**config.mk**
```make
export PLATFORM = sky130hd
export DESIGN_NAME = serial_twos_complement
export DESIGN_NICKNAME = d
export VERILOG_FILES = /design/src/rtl/serial_twos_complement.sv
export SDC_FILE = /design/constraint.sdc
export NUM_CORES = 1
export LEC_CHECK = 0
export BUFFER_PORTS_ARGS = -buffer_cell sky130_fd_sc_hd__buf_2
export CORE_AREA = 2 2 48 50
export CTS_CLUSTER_SIZE = 8
export DETAILED_ROUTE_END_ITERATION = 6
export DIE_AREA = 0 0 50 52
export GPL_ROUTABILITY_DRIVEN = 1
export PLACE_DENSITY = 0.8
export SLEW_MARGIN = 40
export SYNTH_ARGS = -nofsm -noshare
export SYNTH_HDL_FRONTEND = slang
export SYNTH_SLANG_ARGS = --single-unit
export TNS_END_PERCENT = 30
```
**constraint.sdc**
```tcl
create_clock -name clk -period 3 [get_ports clk]
set_clock_uncertainty 0.15 [all_clocks]
set_input_delay 0.6 -clock clk [delete_from_list [all_inputs] [get_ports clk]]
set_output_delay 0.6 -clock clk [all_outputs]
set_load 0.1 [all_outputs]
```
**src/rtl/serial_twos_complement.sv**
```systemverilog
// Bit-serial two's-complement negator: copies bits up to and including the first 1,
// then inverts the rest. It also assembles each completed frame into a parallel word.
module serial_twos_complement #(
   parameter int WIDTH = 8
) (
   input  logic             clk,
   input  logic             rst_n,
   input  logic             clr,
   input  logic             in_valid,
   input  logic             in_bit,
   output logic             in_ready,
   output logic             out_valid,
   output logic             out_bit,
   output logic             out_last,
   input  logic             out_ready,
   output logic             par_valid,
   output logic [WIDTH-1:0] par_data,
   output logic             ovf,
   output logic             busy
);

   localparam int CW = (WIDTH > 2) ? $clog2(WIDTH) : 1;
   localparam logic [CW-1:0] LAST_CNT = CW'(WIDTH - 1);

   typedef enum logic {
      COPY   = 1'b0,
      INVERT = 1'b1
   } state_t;

   state_t           state_r;
   state_t           state_next_s;
   logic [CW-1:0]    cnt_r;
   logic [WIDTH-1:0] shift_r;
   logic             out_valid_r;
   logic             out_bit_r;
   logic             out_last_r;
   logic             par_valid_r;
   logic [WIDTH-1:0] par_data_r;
   logic             ovf_r;
   logic             in_ready_s;
   logic             accept_s;
   logic             last_s;
   logic             prod_bit_s;

   // Handshake decode and the bit produced for the current input.
   always_comb begin
      in_ready_s = 1'b0;
      if (clr) begin
         in_ready_s = 1'b0;
      end else begin
         in_ready_s = ~out_valid_r | out_ready;
      end
      accept_s   = in_valid & in_ready_s;
      last_s     = (cnt_r == LAST_CNT);
      prod_bit_s = (state_r == INVERT) ? ~in_bit : in_bit;
   end

   // Next-state logic; the first accepted 1 of a frame switches to INVERT.
   always_comb begin
      state_next_s = state_r;
      if (clr) begin
         state_next_s = COPY;
      end else if (accept_s) begin
         if (last_s) begin
            state_next_s = COPY;
         end else if (in_bit) begin
            state_next_s = INVERT;
         end else begin
            state_next_s = state_r;
         end
      end else begin
         state_next_s = state_r;
      end
   end

   // FSM state register.
   always_ff @(posedge clk or negedge rst_n) begin
      if (!rst_n) begin
         state_r <= COPY;
      end else begin
         state_r <= state_next_s;
      end
   end

   // Bit counter and partial-result shift register.
   always_ff @(posedge clk or negedge rst_n) begin
      if (!rst_n) begin
         cnt_r   <= {CW{1'b0}};
         shift_r <= {WIDTH{1'b0}};
      end else if (clr) begin
         cnt_r   <= {CW{1'b0}};
         shift_r <= {WIDTH{1'b0}};
      end else if (accept_s) begin
         shift_r[cnt_r] <= prod_bit_s;
         if (last_s) begin
            cnt_r <= {CW{1'b0}};
         end else begin
            cnt_r <= cnt_r + {{(CW-1){1'b0}}, 1'b1};
         end
      end else begin
         cnt_r   <= cnt_r;
         shift_r <= shift_r;
      end
   end

   // Single-entry output register; held while the consumer stalls.
   always_ff @(posedge clk or negedge rst_n) begin
      if (!rst_n) begin
         out_valid_r <= 1'b0;
         out_bit_r   <= 1'b0;
         out_last_r  <= 1'b0;
      end else if (clr) begin
         out_valid_r <= 1'b0;
         out_last_r  <= 1'b0;
      end else if (accept_s) begin
         out_valid_r <= 1'b1;
         out_bit_r   <= prod_bit_s;
         out_last_r  <= last_s;
      end else if (out_valid_r && out_ready) begin
         out_valid_r <= 1'b0;
         out_last_r  <= 1'b0;
      end else begin
         out_valid_r <= out_valid_r;
      end
   end

   // Parallel result and overflow flag; they survive a clr so the last frame stays readable.
   always_ff @(posedge clk or negedge rst_n) begin
      if (!rst_n) begin
         par_valid_r <= 1'b0;
         par_data_r  <= {WIDTH{1'b0}};
         ovf_r       <= 1'b0;
      end else if (accept_s && last_s) begin
         par_valid_r <= 1'b1;
         par_data_r  <= {prod_bit_s, shift_r[WIDTH-2:0]};
         ovf_r       <= (state_r == COPY) & in_bit;
      end else begin
         par_valid_r <= 1'b0;
      end
   end

   assign in_ready  = in_ready_s;
   assign out_valid = out_valid_r;
   assign out_bit   = out_bit_r;
   assign out_last  = out_last_r;
   assign par_valid = par_valid_r;
   assign par_data  = par_data_r;
   assign ovf       = ovf_r;
   assign busy      = (cnt_r != {CW{1'b0}});

endmodule

```
; Word-level counts from Yosys, hierarchy flattened
; Index checks and enable logic that the tools add are counted.
[op_classes]
n_addsub = 1
n_lt_le_gt_ge = 2
n_eq_ne = 1
mux = 20
bitwise = 7
reduce_logical = 9
[op_table]
columns = op, n
row1 = 8-bit 2-to-1 mux, 2
row2 = 1-bit 2-to-1 mux, 13
row3 = 3-bit 2-to-1 mux, 3
row4 = 3-bit nonzero test, 3
row5 = 8-bit bitwise mux, 1
row6 = "3-bit by 4-bit less-than comparator with 1-bit output, second input constant", 1
row7 = 1-bit inverter, 4
row8 = 2-bit AND reduction, 2
row9 = "3-bit by 1-bit adder with 3-bit output, second input constant", 1
row10 = 1-bit demux with 3-bit select, 1
row11 = "3-bit == test, second input constant", 1
row12 = "3-bit by 1-bit >= comparator with 1-bit output, second input constant", 1
row13 = 1-bit logical AND, 3
row14 = 1-bit AND, 2
row15 = 2-bit nonzero test, 1
row16 = 1-bit bitwise OR, 1
[word_totals]
regBits = 25
inputBits = 6
output_inout_bits = 15
wordCells = 49

; Depth between registers and ports, before layout
; Gate-level depths: netlist of run 1.
[depth]
ltp_word = 7
depth_mapped = 5
ltp_nobuf = 5

; Worst setup path before layout of run 1
; No wires, ideal clock.
[synth_path]
path_kind = reg-to-output
from = register out_valid_r (netlist: out_valid)
to = output port in_ready
arrival_time_ns = 2.328
required_ns = 2.250
path_slack_ns = -0.078
stages_incl_launch_ff = 3
n_path_buf = 0
cell_sequence = dfrtp_1 -> nor2b_1 -> nor2_1
[synth_via]
elab_chain_cells = 3
[synth_rtl]
columns = item, line
row1 = start: declaration, 34  ; logic out_valid_r;
row2 = start signal: assignment, 123  ; out_valid_r <= out_valid_r;
row3 = 1-bit inverter, 51  ; in_ready_s = ~out_valid_r | out_ready;
row4 = 1-bit bitwise OR, 51
row5 = 1-bit 2-to-1 mux, 48  ; if (clr) begin
row6 = end: declaration, 11  ; output logic in_ready,
; No other way between the ends.

; Worst setup path in the final report of run 1
[layout_path]
from = register cnt_r[0]
to = output port busy
[layout_via]
elab_chain_cells = 1
[layout_rtl]
columns = item, line
row1 = start: declaration, 32  ; logic [CW-1:0] cnt_r;
row2 = start signal: assignment, 88  ; cnt_r <= {CW{1'b0}};
row3 = start signal: assignment, 91  ; cnt_r <= {CW{1'b0}};
row4 = start signal: assignment, 96  ; cnt_r <= {CW{1'b0}};
row5 = 3-bit nonzero test, 149  ; assign busy = (cnt_r != {CW{1'b0}});
row6 = end: declaration, 19  ; output logic busy
; No other way between the ends.

==> results.py, run 1 <==
metrics = {
    "logic_synthesis": {
        "ys_warn_count": 0,
        "async_flop_share": 1.00,
        "synth.mux.area_fraction": 0.163,
        "synth_top_family_by_area": "multiplexers",
        "synth-simple-area-share": 0.142,
        "avgSynthCellArea_sq_um": 12.4,
        "synth_fp_nets": 104,
        "synth_compound_area_frac": 0.0870,
        "synth_edf_count": 0,
        "synthesis.area_sq_mm": 0.00116,
        "synth_ff_type": "dfrtp_1",
        "syn_inst": 94,
        "synth-xor-area-share": 0,
        "synthAdderAreaFrac": 0.0430,
        "yosys_register_bits": 24,
        "ys_seq_area_frac": 0.516,
        "synth.distinct_cells": 32,
    },
    "clock_tree": {
        "cts_max_path_buffers": 2,
        "clkSlewWorstSetupHoldPaths_ps": 120,
        "postCtsResizedCells": 0,
        "hold_buffers": 0,
        "cts_tree": "built",
        "post_cts_buffers": 0,
        "htreeDepth": 1,
        "cts.sinks": 24,
        "cts_buffers": 3,
        "root_buffer": "clkbuf_4",
        "insertion_delay_ps": 300,
    },
    "drt": {
        "dr_total_vias": 774,
        "wl_um": 1930,
        "avgViaCountPerCell": 5.45,
        "wl_per_cell_um": 13.6,
        "drt_iter0_markers": 6,
        "wl_met1_um": 977,
        "top_layer_used": "met4",
        "drc_errors": 0,
        "final_antenna_net_count": 0,
        "wl_met2_um": 891,
        "route.met3.wl_um": 36,
        "drt_first_pass_iters": 2,
    },
    "global_routing": {
        "grt_pass1_vias": 698,
        "grt_usage": 0.167,
        "grt_max_degree": 25,
        "gr-total-overflow": 0,
        "grt_antenna_before_repair": 0,
        "grt_pass1_wl_um": 3230,
    },
    "critical_path": {
        "rr_startpoint": "cnt_r[0]$_DFFE_PN0P_",
        "rr_worst_depth": 5,
        "reg2reg_to": "par_data[4]$_DFFE_PN0P_",
        "rrSetupSlack_ps": 1210,
        "arrival_ps": 1580,
        "critPathMaxFanout": 9,
        "end_kind": "primary output",
        "required_ps": 2250,
        "crit_path_start_kind": "flop",
        "critical_path_class": "reg -> out",
    },
    "placement": {
        "post-place-ws_ps": 892,
        "portBuffers": 20,
        "dp_hpwl_um": 1390,
        "finalWeightedCongestion": 0.717,
    },
    "pwr": {
        "power_frac_clock": 0.231,
        "cellLeakagePower_nw": 0.700,
        "p_int_mw": 0.402,
        "power_frac_comb": 0.186,
        "ir_drop_mv": 0.269,
        "p_sw_frac": 0.312,
        "seqPwrFrac": 0.583,
        "p_switching_mw": 0.183,
        "p_per_area_mw_per_mm2": 448,
    },
    "die": {
        "dieHeight_um": 52,
        "io_pins": 21,
        "dieWidth_um": 50,
        "dieArea_sq_mm": 0.00260,
        "design.core.area_sq_mm": 0.00211,
        "initial_core_util": 0.553,
        "rows": 17,
    },
    "min_path": {
        "min_path_type": "in -> async",
    },
    "sta": {
        "holdWs_ps": 101,
        "clock.fmax_ghz": 0.430,
        "setup_viol": 0,
        "slew_violations": 0,
        "max-slew-margin-rel": 0.652,
        "fin_crit_ps": 2330,
        "tns_ps": 0,
        "fin_crit_sh": 0.776,
        "layout_setup_ws_ps": 673,
        "max_slew.worst_pin.slew_ps": 522,
        "rsz0062_at_grt": "false",
        "hold_viol": 0,
    },
    "cells_and_area": {
        "diodes": 0,
        "drive_gt1_frac": 0.351,
        "area_growth_pct": 12.0,
        "nets": 126,
    },
    "job": {
        "maxCapViolCount": 0,
    },
    "outcome": {
        "status": "complete, no violations",
    },
}
## Yosys cell counts, types with 3 or more instances
cell     count  area (sq um)
dfrtp_1     24           601
mux2_4       8           120
inv_1        7          26.3
mux2i_1      7          70.1
nand2_1      5          18.8
ha_1         4          50.1
a21oi_1      3          15.0
nand4_1      3          18.8
nor2b_1      3          18.8
o31ai_1      3          22.5
## cell type report
type                       count  area [sq um]
fill                         183           801
timing repair buffer          20           100
multi-input combinational     59           509
tap                           28          35.0
inverter                       8          37.5
clock buffer                   3          22.5
sequential                    24           601
## cells in the final DEF, fill, tap and decap left out, types with 2 or more instances in the layout
cell type,count
a21oi_1,3
a31o_2,2
and3_2,2
buf_2,20
clkbuf_4,3
dfrtp_1,24
ha_1,4
inv_1,7
mux2_4,8
mux2i_1,7
nand2_1,5
nand2b_1,2
nand4_1,3
nor2b_1,3
o311ai_0,2
o31ai_1,3
## registers in the layout, indices dropped and copies added (netlist names)
register	count
cnt_r	3
out_bit	1
out_last	1
out_valid	1
ovf	1
par_data	8
par_valid	1
shift_r	7
state_r	1
## per-layer routing
layer / global-route usage / up-vias
met1: 0.229 / 384
met5: 0 / -
met4: 0.0694 / 0
li1: - / 376
met2: 0.257 / 10
met3: 0.0345 / 4
## worst max path at each step
| stage | end | start |
|---|---|---|
| after global placement | in_ready | out_ready |
| after global routing | busy | cnt_r[0]$_DFFE_PN0P_ |
| after CTS | busy | cnt_r[0]$_DFFE_PN0P_ |
| final | busy | cnt_r[0]$_DFFE_PN0P_ |
| after floorplan | in_ready | out_valid$_DFFE_PN0P_ |
| after detailed placement | in_ready | out_ready |
## power groups by stage
stage | sequential (mW) | combinational, mW | clock [mW]
final | 0.341 | 0.109 | 0.135
after global routing | 0.343 | 0.117 | 0.153
after CTS | 0.341 | 0.110 | 0.141
after detailed placement | 0.347 | 0.109 | 0
after global placement | 0.347 | 0.107 | 0
after floorplan | 0.374 | 0.0564 | 0
## through the flow
stage          utilization  instance area [sq um]  total power [mW]  std cells
2_1_floorplan            -                   1170             0.431         94
3_3_place_gp         0.609                   1280             0.454        139
3_5_place_dp         0.609                   1280             0.457        139
4_1_cts              0.620                   1310             0.591        142
5_1_grt              0.620                   1310             0.613        142
6_report             0.620                   1310             0.585        142
## worst max-delay path, stage by stage (launching register included)
cell	delay (ps)
dfrtp_1	500
inv_1	90
ha_1	200
nand2b_1	60
buf_2	420
## cells by family (layout without fill, tap and decap cells)
family,after synthesis,after routing
simple gates,26,26
fa+ha+maj,4,4
compound gates,14,14
flops,24,24
mux,15,15
buf+inv,11,31
(Power assumes the default switching activity.)
==> inputs of run 2 (changes only) <==
--- a/config.mk
+++ b/config.mk
@@ -6,12 +6,12 @@
 export NUM_CORES = 1
 export LEC_CHECK = 0
 export BUFFER_PORTS_ARGS = -buffer_cell sky130_fd_sc_hd__buf_2
-export CORE_AREA = 2 2 48 50
+export CORE_AREA = 2 2 53 55
 export CTS_CLUSTER_SIZE = 8
 export DETAILED_ROUTE_END_ITERATION = 6
-export DIE_AREA = 0 0 50 52
+export DIE_AREA = 0 0 55 57
 export GPL_ROUTABILITY_DRIVEN = 1
-export PLACE_DENSITY = 0.8
+export PLACE_DENSITY = 0.7
 export SLEW_MARGIN = 40
 export SYNTH_ARGS = -nofsm -noshare
 export SYNTH_HDL_FRONTEND = slang
==> constraint.sdc (replaced) <==
create_clock -name clk -period 2 [get_ports clk]
set_clock_uncertainty 0.15 [all_clocks]
set_input_delay 0.4 -clock clk [delete_from_list [all_inputs] [get_ports clk]]
set_output_delay 0.4 -clock clk [all_outputs]
set_load 0.1 [all_outputs]
==> run 2 against run 1 <==
Net effect: clock power grew to 2.6 times the previous value; cell count is 5.6% higher; routed wire length is 13% higher; first-iteration DRC count is 130% higher; register-to-register slack worse by 940 ps; combinational power is 68% higher; cell area is 7.1% higher; sequential share of layout area is 2.8 points lower; clock-buffer cell count stayed put; power is 78% higher.
==> results.py, run 2 (synthesis results as in run 1) <==
metrics = {
    "critical_path": {
        "rrSetupSlack_ps": 270,
        "reg2reg_to": "shift_r[0]$_DFFE_PN0P_",
        "crit_path_start_kind": "flop",
        "critical_path_class": "reg -> out",
        "rr_startpoint": "cnt_r[2]$_DFFE_PN0P_",
        "rr_worst_depth": 3,
        "end_kind": "primary output",
        "required_ps": 1450,
        "arrival_ps": 1330,
        "critPathMaxFanout": 9,
    },
    "die": {
        "rows": 19,
        "dieWidth_um": 55,
        "dieArea_sq_mm": 0.00314,
        "design.core.area_sq_mm": 0.00262,
        "dieHeight_um": 57,
        "io_pins": 21,
        "initial_core_util": 0.445,
    },
    "drt": {
        "final_antenna_net_count": 0,
        "dr_total_vias": 817,
        "wl_um": 2190,
        "avgViaCountPerCell": 5.45,
        "drt_iter0_markers": 14,
        "wl_per_cell_um": 14.6,
        "drc_errors": 0,
        "drt_first_pass_iters": 4,
    },
    "global_routing": {
        "grt_pass1_wl_um": 3690,
        "grt_pass1_vias": 809,
        "grt_max_degree": 25,
        "grt_antenna_before_repair": 0,
        "gr-total-overflow": 0,
        "grt_usage": 0.163,
    },
    "cells_and_area": {
        "drive_gt1_frac": 0.403,
        "largest_reg_flops": 8,
        "layout_commonest_cell": "dfrtp_1",
        "layout_common_cells": "dfrtp_1, buf_2, mux2_4",
        "nets": 130,
        "diodes": 0,
        "area_growth_pct": 20.0,
    },
    "placement": {
        "finalWeightedCongestion": 0.716,
        "dp_hpwl_um": 1600,
        "portBuffers": 20,
        "post-place-ws_ps": 200,
    },
    "pwr": {
        "p_per_area_mw_per_mm2": 747,
        "ir_drop_mv": 0.495,
        "cellLeakagePower_nw": 0.734,
        "power_frac_comb": 0.175,
        "p_sw_frac": 0.280,
        "power_frac_clock": 0.333,
        "p_switching_mw": 0.292,
        "seqPwrFrac": 0.492,
        "p_int_mw": 0.752,
    },
    "clock_tree": {
        "htreeDepth": 1,
        "clkSlewWorstSetupHoldPaths_ps": 130,
        "cts_buffers": 3,
        "cts.sinks": 24,
        "root_buffer": "clkbuf_4",
        "cts_tree": "built",
        "insertion_delay_ps": 310,
        "cts_max_path_buffers": 2,
    },
    "sta": {
        "clock.fmax_ghz": 0.532,
        "rsz0062_at_grt": "false",
        "tns_ps": 0,
        "layout_setup_ws_ps": 122,
        "setup_viol": 0,
        "fin_crit_sh": 0.939,
        "max-slew-margin-rel": 0.643,
        "slew_violations": 0,
        "max_slew.worst_pin.slew_ps": 535,
        "fin_crit_ps": 1880,
        "hold_viol": 0,
        "holdWs_ps": 245,
    },
    "outcome": {
        "status": "complete, no violations",
    },
    "job": {
        "maxCapViolCount": 0,
    },
    "min_path": {
        "min_from": "in_valid",
        "min_path_type": "in -> reg",
        "hold_path_end": "cnt_r[0]$_DFFE_PN0P_",
        "hold_depth": 3,
    },
}
run 2: cell count changes in the layout (fill, tap and decap cells not counted):
cell           previous run  this run
dfrtp_2                   0         3
dfrtp_1                  24        21
nor2_4                    0         1
dlygate4sd3_1             0         1
bufinv_16                 0         1
buf_2                    20        18
buf_4                     0         3
clkbuf_4                  3         4
buf_12                    0         1
nor2_2                    1         0
inv_1                     7         6
inv_2                     0         1
run 2: stage by stage:
| step | util | cell area [sq um] | cells | total power [mW] |
|---|---|---|---|---|
| 2_1_floorplan | - | 1170 | 94 | 0.647 |
| 3_3_place_gp | 0.509 | 1330 | 145 | 0.699 |
| 3_5_place_dp | 0.509 | 1330 | 145 | 0.702 |
| 4_1_cts | 0.533 | 1390 | 150 | 1.05 |
| 5_1_grt | 0.534 | 1400 | 150 | 1.10 |
| 6_report | 0.534 | 1400 | 150 | 1.04 |
run 2: critical path: stages (launching register included):
cell      delay [ps]
dfrtp_2          470
inv_2             50
ha_1             180
nand2b_1         120
buf_12           190
run 2: cell type report:
cell class                 count  area, sq um
clock buffer                   3         22.5
clock inverter                 1         30.0
fill                         243         1220
inverter                       8         37.5
multi-input combinational     59          514
sequential                    24          604
tap                           31         38.8
timing repair buffer          24          150
run 2: timing repair:
action / CTS / global route
buffers inserted: 0 / 0
hold endpoints to repair: 24 / 0
hold buffers: 1 / 0
resized for setup: 0 / 4
setup endpoints to repair: 0 / 2
run 2: power by group through the flow:
stage / clock network, mW / logic, mW / registers [mW]
after floorplan: 0 / 0.0856 / 0.562
after global placement: 0 / 0.178 / 0.521
after detailed placement: 0 / 0.181 / 0.521
after CTS: 0.359 / 0.183 / 0.513
after global routing: 0.389 / 0.195 / 0.517
final: 0.348 / 0.183 / 0.514
run 2: worst max-delay path by stage:
stage | start | endpoint | cells after the start
6_report | cnt_r[0]$_DFFE_PN0P_ | busy | 4
3_3_place_gp | in_valid | par_data[4]$_DFFE_PN0P_ | 5
5_1_grt | cnt_r[0]$_DFFE_PN0P_ | busy | 4
3_5_place_dp | in_valid | par_data[5]$_DFFE_PN0P_ | 5
2_1_floorplan | cnt_r[0]$_DFFE_PN0P_ | busy | 3
4_1_cts | cnt_r[0]$_DFFE_PN0P_ | busy | 4
run 2: metal layers:
metal | up-vias | routed length, um | track usage
li1 | 388 | - | -
met1 | 413 | 961 | 0.201
met2 | 12 | 1150 | 0.274
met3 | 4 | 43 | 0.0314
met4 | 0 | 27 | 0.0627
met5 | - | 0 | 0
==> inputs of run 3 (changes only) <==
--- a/config.mk
+++ b/config.mk
@@ -11,8 +11,9 @@
 export DETAILED_ROUTE_END_ITERATION = 6
 export DIE_AREA = 0 0 55 57
 export GPL_ROUTABILITY_DRIVEN = 1
+export MAX_ROUTING_LAYER = met4
 export PLACE_DENSITY = 0.7
-export SLEW_MARGIN = 40
+export SLEW_MARGIN = 20
 export SYNTH_ARGS = -nofsm -noshare
 export SYNTH_HDL_FRONTEND = slang
 export SYNTH_SLANG_ARGS = --single-unit
==> run 3 against run 2 <==
Net effect: largest power group unchanged; register-to-register slack about the same; cell area unchanged; routed wire length down 0.14%; critical endpoint unchanged; setup slack about the same; highest routed layer unchanged; sequential share of layout area unchanged; fmax about the same; clock power about the same; cell count unchanged; largest cell class unchanged.
==> results.py, run 3 (synthesis results as in run 1) <==
metrics = {
    "outcome": {
        "status": "complete, no violations",
    },
    "clock_tree": {
        "htreeDepth": 1,
        "clkSlewWorstSetupHoldPaths_ps": 130,
        "cts_tree": "built",
        "insertion_delay_ps": 310,
        "cts_buffers": 3,
        "cts.sinks": 24,
        "cts_max_path_buffers": 2,
        "post_cts_buffers": 0,
        "root_buffer": "clkbuf_4",
    },
    "die": {
        "dieWidth_um": 55,
        "dieHeight_um": 57,
        "dieArea_sq_mm": 0.00314,
        "rows": 19,
        "io_pins": 21,
        "design.core.area_sq_mm": 0.00262,
        "initial_core_util": 0.445,
    },
    "min_path": {
        "min_path_type": "in -> reg",
        "hold_depth": 3,
    },
    "critical_path": {
        "path_cells": "inv_2 > ha_1 > nand2b_1 > buf_12",
        "arrival_ps": 1330,
        "critPathMaxFanout": 9,
        "required_ps": 1450,
        "crit_path_start_kind": "flop",
        "cp_slowest_cell": "dfrtp_2",
        "critical_path_class": "reg -> out",
        "end_kind": "primary output",
        "max_stage_delay_ps": 470,
        "rr_worst_depth": 3,
        "rrSetupSlack_ps": 270,
    },
    "pwr": {
        "p_per_area_mw_per_mm2": 747,
        "seqPwrFrac": 0.492,
        "power_frac_comb": 0.175,
        "cellLeakagePower_nw": 0.734,
        "p_int_mw": 0.752,
        "finalPower_mw": 1.04,
        "p_sw_frac": 0.280,
        "ir_drop_mv": 0.495,
        "p_switching_mw": 0.292,
        "power_frac_clock": 0.333,
    },
    "sta": {
        "fin_crit_ps": 1880,
        "setup_viol": 0,
        "tns_ps": 0,
        "max-slew-margin-rel": 0.645,
        "fin_crit_sh": 0.939,
        "layout_setup_ws_ps": 122,
        "clock.fmax_ghz": 0.532,
        "rsz0062_at_grt": "false",
        "max_slew.worst_pin.slew_ps": 533,
        "slew_violations": 0,
        "holdWs_ps": 245,
        "hold_viol": 0,
    },
    "cells_and_area": {
        "area_growth_pct": 20.0,
        "layout_common_cells": "dfrtp_1, buf_2, mux2_4",
        "fill_cells": 243,
        "layout_commonest_cell": "dfrtp_1",
        "diodes": 0,
        "drive_gt1_frac": 0.403,
        "largest_reg_flops": 8,
        "nets": 130,
        "final_cells": 150,
    },
    "drt": {
        "drt_iter0_markers": 14,
        "wl_per_cell_um": 14.5,
        "drt_first_pass_iters": 4,
        "final_antenna_net_count": 0,
        "drc_errors": 0,
        "avgViaCountPerCell": 5.45,
        "wl_um": 2180,
        "dr_total_vias": 817,
    },
    "global_routing": {
        "grt_pass1_wl_um": 3700,
        "grt_max_degree": 25,
        "gr-total-overflow": 0,
        "grt_usage": 0.167,
        "grt_pass1_vias": 808,
        "grt_antenna_before_repair": 0,
    },
    "placement": {
        "post-place-ws_ps": 200,
        "finalWeightedCongestion": 0.725,
        "dp_hpwl_um": 1600,
        "portBuffers": 20,
        "place_inst": 145,
    },
    "job": {
        "maxCapViolCount": 0,
    },
}
run 3: cell counts in the layout (fill, tap and decap cells not counted):
Identical to the previous run, type by type.
run 3: per-layer routing:
layer / vias to the layer above / wire length [um] / track usage
li1: 388 / - / -
met1: 413 / 959 / 0.201
met5: - / 0 / -
met3: 4 / 42 / 0.0314
met2: 12 / 1150 / 0.274
met4: 0 / 28 / 0.0627
run 3: final timing paths:
check	start	endpoint
hold reg to reg	par_data[2]$_DFFE_PN0P_	par_data[2]$_DFFE_PN0P_
setup reg to reg	cnt_r[2]$_DFFE_PN0P_	shift_r[0]$_DFFE_PN0P_
setup / recovery	cnt_r[0]$_DFFE_PN0P_	busy
min in group asynchronous	rst_n	par_data[2]$_DFFE_PN0P_
hold / removal	in_valid	cnt_r[0]$_DFFE_PN0P_
max in group asynchronous	rst_n	out_valid$_DFFE_PN0P_
run 3: through the flow:
stage	area, sq um	util
4_1_cts	1390	0.533
3_3_place_gp	1330	0.509
2_1_floorplan	1170	-
3_5_place_dp	1330	0.509
5_1_grt	1400	0.534
6_report	1400	0.534
run 3: final cells by class:
| type | instances | area [sq um] | area share |
|---|---|---|---|
| Clock buffer | 3 | 22.5 | 0.0161 |
| Clock inverter | 1 | 30.0 | 0.0215 |
| Inverter | 8 | 37.5 | 0.0269 |
| Multi-Input combinational cell | 59 | 514 | 0.368 |
| Sequential cell | 24 | 604 | 0.432 |
| Tap cell | 31 | 38.8 | 0.0278 |
| Timing Repair Buffer | 24 | 150 | 0.107 |
run 3: worst max-delay path, delay by kind of cell (launching register included):
| kind | cells | cell delay [ps] |
|---|---|---|
| buf+inv | 2 | 240 |
| fa+ha+maj | 1 | 180 |
| simple gates | 1 | 120 |
| flops | 1 | 470 |
run 3: timing repair:
item,CTS,global route
hold buffers,1,0
setup endpoints to repair,0,2
hold endpoints to repair,24,0
resized for setup,0,4
run 3: power by group through the flow:
stage,Sequential [mW],Clock (mW),Combinational (mW)
2_1_floorplan,0.562,0,0.0856
3_3_place_gp,0.521,0,0.178
3_5_place_dp,0.521,0,0.181
4_1_cts,0.513,0.359,0.183
5_1_grt,0.517,0.389,0.195
6_report,0.514,0.348,0.183
